==> src/rtl/tpu_matmul_engine_if.sv <==
// Host-side bus of the matrix-multiply engine: element write port, P read port,
// start/mode control and status flags.
interface tpu_matmul_engine_if #(
  parameter int DW     = 8,
  parameter int PW     = 16,
  parameter int ADDR_W = 4
);
  logic [1:0]        mem_acc;
  logic [ADDR_W-1:0] wr_addr;
  logic [DW-1:0]     data_in;
  logic [ADDR_W-1:0] rd_addr;
  logic              start;
  logic              acc_mode;
  logic [PW-1:0]     data_out;
  logic              out_valid;
  logic              busy;
  logic              done;
  logic              err;

  modport master (
    output mem_acc, wr_addr, data_in, rd_addr, start, acc_mode,
    input  data_out, out_valid, busy, done, err
  );

  modport slave (
    input  mem_acc, wr_addr, data_in, rd_addr, start, acc_mode,
    output data_out, out_valid, busy, done, err
  );
endinterface

==> src/rtl/tpu_matmul_engine.sv <==
// NxN unsigned matrix-multiply engine: P = A x W or P += A x W, one k-step per cycle,
// with all N*N saturating accumulators updated in parallel.
module tpu_matmul_engine #(
  parameter int N      = 4,
  parameter int DW     = 8,
  parameter int ACC_W  = 24,
  parameter int PW     = 16,
  parameter int ADDR_W = 4
) (
  input logic                  clk,
  input logic                  rst,
  tpu_matmul_engine_if.slave   bus
);

  localparam int NN = N * N;
  localparam int KW = (N > 1) ? $clog2(N) : 1;
  localparam logic [ADDR_W:0]  NN_LIM  = (ADDR_W + 1)'(NN);
  localparam logic [KW-1:0]    K_LAST  = KW'(N - 1);
  localparam logic [ACC_W-1:0] OUT_MAX = (ACC_W'(1) << PW) - ACC_W'(1);

  typedef enum logic [1:0] {S_IDLE, S_MAC, S_DONE} state_e;
  typedef enum logic [1:0] {
    ACC_NONE = 2'b00,
    ACC_WR_A = 2'b01,
    ACC_WR_W = 2'b10,
    ACC_RD_P = 2'b11
  } mem_acc_e;

  state_e            state_q, state_d;
  logic [KW-1:0]     k_q, k_d;
  logic [DW-1:0]     a_q   [NN];
  logic [DW-1:0]     a_d   [NN];
  logic [DW-1:0]     w_q   [NN];
  logic [DW-1:0]     w_d   [NN];
  logic [ACC_W-1:0]  acc_q [NN];
  logic [ACC_W-1:0]  acc_d [NN];
  logic [PW-1:0]     data_out_q, data_out_d;
  logic              out_valid_q, out_valid_d;
  logic              busy_q, busy_d;
  logic              done_q, done_d;
  logic              err_q, err_d;

  logic wr_ok, rd_ok;
  assign wr_ok = {1'b0, bus.wr_addr} < NN_LIM;
  assign rd_ok = {1'b0, bus.rd_addr} < NN_LIM;

  // Saturating multiply-accumulate: once at the ceiling the value stays there.
  function automatic logic [ACC_W-1:0] mac_sat(input logic [ACC_W-1:0] acc,
                                               input logic [DW-1:0]    a,
                                               input logic [DW-1:0]    w);
    logic [2*DW-1:0] prod;
    logic [ACC_W:0]  sum;
    prod = a * w;
    sum  = {1'b0, acc} + (ACC_W + 1)'(prod);
    return sum[ACC_W] ? '1 : sum[ACC_W-1:0];
  endfunction

  function automatic logic [PW-1:0] clip_out(input logic [ACC_W-1:0] acc);
    return (acc > OUT_MAX) ? PW'(OUT_MAX) : PW'(acc);
  endfunction

  always_comb begin
    // NOTE: every _d starts from a default so no path leaves it unassigned (no latches).
    state_d     = state_q;
    k_d         = k_q;
    a_d         = a_q;
    w_d         = w_q;
    acc_d       = acc_q;
    data_out_d  = data_out_q;
    out_valid_d = 1'b0;
    err_d       = 1'b0;

    if (state_q == S_MAC) begin
      // Any host request while computing is dropped; only the error flag reacts.
      err_d = (mem_acc_e'(bus.mem_acc) != ACC_NONE) || bus.start;
      for (int i = 0; i < N; i++) begin
        for (int j = 0; j < N; j++) begin
          acc_d[i*N + j] = mac_sat(acc_q[i*N + j],
                                   a_q[i*N + int'(k_q)],
                                   w_q[int'(k_q)*N + j]);
        end
      end
      if (k_q == K_LAST) begin
        state_d = S_DONE;
        k_d     = '0;
      end else begin
        k_d = k_q + KW'(1);
      end
    end else begin
      unique case (mem_acc_e'(bus.mem_acc))
        ACC_WR_A: if (wr_ok) a_d[bus.wr_addr] = bus.data_in; else err_d = 1'b1;
        ACC_WR_W: if (wr_ok) w_d[bus.wr_addr] = bus.data_in; else err_d = 1'b1;
        ACC_RD_P: begin
          if (rd_ok) begin
            data_out_d  = clip_out(acc_q[bus.rd_addr]);
            out_valid_d = 1'b1;
          end else begin
            err_d = 1'b1;
          end
        end
        default: ;
      endcase

      // A same-edge write has already landed in a_d/w_d, so the first MAC step sees it.
      if (bus.start) begin
        state_d = S_MAC;
        k_d     = '0;
        if (!bus.acc_mode) begin
          for (int e = 0; e < NN; e++) acc_d[e] = '0;
        end
      end else if (state_q == S_DONE) begin
        state_d = S_IDLE;
      end
    end

    busy_d = (state_d == S_MAC);
    done_d = (state_d == S_DONE);
  end

  always_ff @(posedge clk) begin
    if (rst) begin
      state_q     <= S_IDLE;
      k_q         <= '0;
      data_out_q  <= '0;
      out_valid_q <= 1'b0;
      busy_q      <= 1'b0;
      done_q      <= 1'b0;
      err_q       <= 1'b0;
      // NOTE: the stores are reset too, since a reset (even mid-run) must leave P reading zero.
      for (int e = 0; e < NN; e++) begin
        a_q[e]   <= '0;
        w_q[e]   <= '0;
        acc_q[e] <= '0;
      end
    end else begin
      // NOTE: state is updated with non-blocking assignments so every flop samples pre-edge values.
      state_q     <= state_d;
      k_q         <= k_d;
      a_q         <= a_d;
      w_q         <= w_d;
      acc_q       <= acc_d;
      data_out_q  <= data_out_d;
      out_valid_q <= out_valid_d;
      busy_q      <= busy_d;
      done_q      <= done_d;
      err_q       <= err_d;
    end
  end

  assign bus.data_out  = data_out_q;
  assign bus.out_valid = out_valid_q;
  assign bus.busy      = busy_q;
  assign bus.done      = done_q;
  assign bus.err       = err_q;

endmodule

==> src/flat_wrapper.sv <==
// flat-port wrapper written by rule: the top's interface ports become plain ports
module tpu_matmul_engine_flat 
#(
  parameter int N      = 4,
  parameter int DW     = 8,
  parameter int ACC_W  = 24,
  parameter int PW     = 16,
  parameter int ADDR_W = 4
)
  (clk, rst, bus_mem_acc, bus_wr_addr, bus_data_in, bus_rd_addr, bus_start, bus_acc_mode, bus_data_out, bus_out_valid, bus_busy, bus_done, bus_err);
  tpu_matmul_engine_if #(.DW(DW), .PW(PW), .ADDR_W(ADDR_W)) bus_i ();
  input logic clk;
  input logic rst;
  input wire logic [$bits(bus_i.mem_acc)-1:0] bus_mem_acc;
  input wire logic [$bits(bus_i.wr_addr)-1:0] bus_wr_addr;
  input wire logic [$bits(bus_i.data_in)-1:0] bus_data_in;
  input wire logic [$bits(bus_i.rd_addr)-1:0] bus_rd_addr;
  input wire logic [$bits(bus_i.start)-1:0] bus_start;
  input wire logic [$bits(bus_i.acc_mode)-1:0] bus_acc_mode;
  output wire logic [$bits(bus_i.data_out)-1:0] bus_data_out;
  output wire logic [$bits(bus_i.out_valid)-1:0] bus_out_valid;
  output wire logic [$bits(bus_i.busy)-1:0] bus_busy;
  output wire logic [$bits(bus_i.done)-1:0] bus_done;
  output wire logic [$bits(bus_i.err)-1:0] bus_err;
  assign bus_i.mem_acc = bus_mem_acc;
  assign bus_i.wr_addr = bus_wr_addr;
  assign bus_i.data_in = bus_data_in;
  assign bus_i.rd_addr = bus_rd_addr;
  assign bus_i.start = bus_start;
  assign bus_i.acc_mode = bus_acc_mode;
  assign bus_data_out = bus_i.data_out;
  assign bus_out_valid = bus_i.out_valid;
  assign bus_busy = bus_i.busy;
  assign bus_done = bus_i.done;
  assign bus_err = bus_i.err;
  tpu_matmul_engine #(.N(N), .DW(DW), .ACC_W(ACC_W), .PW(PW), .ADDR_W(ADDR_W)) u_core (.clk(clk), .rst(rst), .bus(bus_i));
endmodule
==> config.mk <==
export PLATFORM = sky130hd
export DESIGN_NAME = tpu_matmul_engine_flat
export DESIGN_NICKNAME = d
export VERILOG_FILES = /design/src/rtl/tpu_matmul_engine_if.sv /design/src/rtl/tpu_matmul_engine.sv /design/src/flat_wrapper.sv
export SDC_FILE = /design/constraint.sdc
export NUM_CORES = 2
export LEC_CHECK = 0
export BUFFER_PORTS_ARGS = -buffer_cell sky130_fd_sc_hd__buf_2
export CORE_MARGIN = 4
export CORE_UTILIZATION = 45
export CTS_CLUSTER_DIAMETER = 120
export CTS_CLUSTER_SIZE = 8
export DETAILED_ROUTE_END_ITERATION = 7
export SLEW_MARGIN = 40
export SYNTH_ARGS = -nofsm -noshare
export SYNTH_HDL_FRONTEND = slang
export SYNTH_SLANG_ARGS = --single-unit
==> constraint.sdc <==
create_clock -name clk -period 9.5 [get_ports clk]
set_input_delay 0.95 -clock clk [delete_from_list [all_inputs] [get_ports clk]]
set_output_delay 0.95 -clock clk [all_outputs]
set_load 0.01 [all_outputs]
==> results_dict.tcl <==
set metrics [dict create \
    final_common_cell "inv_1" \
    tightest_slew_ps 929 \
    synthesis.nets 9750 \
    final_hold_viol_count 0 \
    yosysUniqueCellTypes 78 \
    max_cap_violations 0 \
    grt_antenna_before_repair 11 \
    r2r-start "u_core.k_q[0]" \
    synth_edf_count 0 \
    async_reset_ff_frac 0 \
    h-tree-depth 3 \
    synthFlopType "dfxtp_1" \
    p_leak_nw 37.3 \
    critPathKind "reg2reg" \
    die_y_um 403 \
    rsz0062_at_grt "no" \
    slew_headroom 0.381 \
    min_path_cells 2 \
    cts_hold_buf 0 \
    powerDensity_nw_per_um2 88.1 \
    grt_max_degree 187 \
    power_mw 6.64 \
    power.share.clock 0.472 \
    final_cell_mix "inv_1, nor2_1, nand2_1, fa_1, dfxtp_1" \
    fin_tns_setup_ps 0 \
    post-cts-setup-buffers 0 \
    drc 0 \
    crit_arrival_ps 8340 \
    synth_seq_cells 664 \
    routed-via-count 57796 \
    required_ps 10050 \
    sequentialPowerShare 0.425 \
    cts_buffers 92 \
    fin_crit_sh 0.820 \
    syn_area_um2 70100 \
    viasPerCell 5.67 \
    start_kind "flip-flop" \
    yosysWarnings 0 \
    synth_cells 8271 \
    portBuffers 41 \
    p_int_mw 4.68 \
    dp_hpwl_mm 171 \
    power_switching_mw 1.96 \
    seq_area_frac_synth 0.190 \
    ff2ff_setup_slack_ps 1710 \
    end_kind "flip-flop" \
    cts_resized 0 \
    track_usage 0.289 \
    core_area_um2 154000 \
    wl_per_cell_um 23.0 \
    syn_to_final_growth_pct 7.54 \
    avgSynthCellArea_um2 8.48 \
    max_freq_mhz 128 \
    layout.nets 9600 \
    cts_buffer_depth 3 \
    antenna_left 0 \
    p_sw_frac 0.295 \
    reg2reg_depth 21 \
    hold_path_class "reg2reg" \
    die_w_um 403 \
    drive_above_1_share 0.0672 \
    r2r-end "u_core.acc_q[271]" \
    fin_crit_ps 7790 \
    die_area_um2 162000 \
    drt_iter0_markers 5174 \
    status "finished clean" \
    root_buffer "clkbuf_16" \
    peakVddDrop_uv 126 \
    p_comb_frac 0.103 \
    skew_ps 73.0 \
    hp-start "u_core.a_q[113]" \
    holdPathEnd "u_core.a_q[113]" \
    gp_congestion 0.959 \
    dr.pass1.iters 6 \
    clkLatencyLatePin_ps 730 \
    grt_overflow 0 \
    cts_tree "built" \
    final-setup-viol-count 0 \
    drt-total-wl_mm 234 \
    path_clk_slew_ps 60 \
    start_util 0.454 \
    grt_pass1_vias 57780 \
    cts.sinks 664 \
    ios 42 \
    path_max_fanout 31 \
    row_count 144 \
    grt_pass1_wl_mm 357 \
    drv_slew 0 \
]
-- worst max-delay path: stages (launching register included) --
cell,delay (ps)
dfxtp_4,690
buf_4,380
mux2_2,280
o21a_1,440
buf_4,370
nand2_1,130
fa_1,530
fa_1,540
inv_1,50
fa_1,480
inv_1,50
fa_1,470
inv_1,40
ha_1,340
nor2b_1,190
nor4_1,580
o31ai_1,270
o31ai_1,420
o21ai_1,180
nand3_1,180
or3_1,670
o221ai_1,250
-- power groups by stage --
stage	Combinational [mW]	Clock, mW	Sequential [mW]
3_3_place_gp	0.645	0	2.88
4_1_cts	0.661	3.20	2.82
3_5_place_dp	0.659	0	2.88
6_report	0.686	3.13	2.82
2_1_floorplan	0.358	0	2.87
5_1_grt	0.712	3.29	2.82
-- kinds of logic (layout without fill, tap and decap cells) --
family	count (synthesis)	count (layout)	share of synthesized area
DFF	664	664	0.190
buffers and inverters	2025	1881	0.109
muxes	424	424	0.0779
AOI/OAI and AO/OA	1211	1211	0.115
xor gates and xnor gates	190	190	0.0237
and+or+nand+nor	2300	2300	0.140
adders and majority gates	1457	1457	0.346
other	0	14	0
-- through the flow --
step	std cells	setup WS, ps	hold WS, ps	util	area [um2]
detailed placement	10068	1880	446	0.471	72800
CTS	10168	1880	448	0.488	75300
global route	10171	1320	466	0.488	75400
floorplan	8271	2820	432	-	70100
finish	10185	1710	452	0.488	75400
global placement	10064	1850	439	0.470	72600
-- worst max-delay path by stage --
| stage | startpoint | endpoint | slack (ps) |
|---|---|---|---|
| floorplan | u_core.k_q[0] | u_core.acc_q[193] | 2820 |
| global placement | u_core.k_q[1] | u_core.acc_q[141] | 1850 |
| detailed placement | u_core.k_q[0] | u_core.acc_q[376] | 1880 |
| CTS | u_core.k_q[0] | u_core.acc_q[13] | 1880 |
| global route | u_core.k_q[0] | u_core.acc_q[271] | 1320 |
| finish | u_core.k_q[0] | u_core.acc_q[271] | 1710 |
-- Yosys cell counts, types with 11 or more instances --
| library cell | n | share of area |
|---|---|---|
| o31ai_1 | 15 | 0.0016 |
| xnor2_1 | 106 | 0.013 |
| nand4_1 | 29 | 0.0026 |
| a21oi_1 | 237 | 0.017 |
| a21o_1 | 63 | 0.0067 |
| dfxtp_1 | 664 | 0.19 |
| nor2_1 | 909 | 0.049 |
| inv_1 | 1593 | 0.085 |
| a31oi_1 | 51 | 0.0046 |
| nand2_1 | 867 | 0.046 |
| xor2_1 | 84 | 0.010 |
| a41oi_1 | 11 | 0.0014 |
| o21bai_1 | 17 | 0.0018 |
| or3_1 | 25 | 0.0022 |
| mux2i_1 | 278 | 0.040 |
| o311ai_0 | 14 | 0.0017 |
| mux2_2 | 54 | 0.0087 |
| nand3_1 | 122 | 0.0087 |
| o21ai_1 | 16 | 0.0011 |
| fa_1 | 800 | 0.23 |
| nor4_1 | 44 | 0.0039 |
| mux4_2 | 92 | 0.030 |
| o221ai_1 | 49 | 0.0061 |
| a211o_1 | 19 | 0.0024 |
| nor2b_1 | 46 | 0.0041 |
| ha_1 | 657 | 0.12 |
| o211ai_1 | 48 | 0.0051 |
| clkbuf_1 | 398 | 0.021 |
| buf_1 | 25 | 0.0013 |
| o21a_1 | 97 | 0.010 |
| nor3_1 | 57 | 0.0041 |
| nand3b_1 | 12 | 0.0013 |
| a211oi_1 | 38 | 0.0041 |
| and3_1 | 34 | 0.0030 |
| a221o_1 | 78 | 0.011 |
| or2_2 | 12 | 0.0011 |
| nand2b_1 | 44 | 0.0039 |
| and2_1 | 73 | 0.0065 |
| a22oi_1 | 52 | 0.0056 |
| o21ai_0 | 318 | 0.023 |
-- metal layers --
layer  vias up  share of wire  wire length, um  global-route usage
met5         -        0.00020               46                   0
li1      26275              -                -                   -
met2      2429           0.42            97900               0.429
met3       506           0.10            24200              0.0779
met1     28580           0.42            98400               0.389
met4         6          0.058            13500               0.144
-- state kept, by name (all words and copies together) (netlist names) --
name                  cells
u_core.a_q              128
u_core.acc_q            384
u_core.bus.busy           1
u_core.bus.data_out      16
u_core.bus.done           1
u_core.bus.err            1
u_core.bus.out_valid      1
u_core.k_q                2
u_core.state_q            2
u_core.w_q              128
-- area by class of cell --
type | count | area [um2]
antenna | 14 | 35.0
clock buffer | 93 | 2310
clock inverter | 7 | 189
fill | 14704 | 79000
inverter | 1593 | 5980
multi-input combinational | 5582 | 49600
sequential | 664 | 13300
tap | 2044 | 2560
timing repair buffer | 188 | 1480
Power figures use the tool's default switching activity.
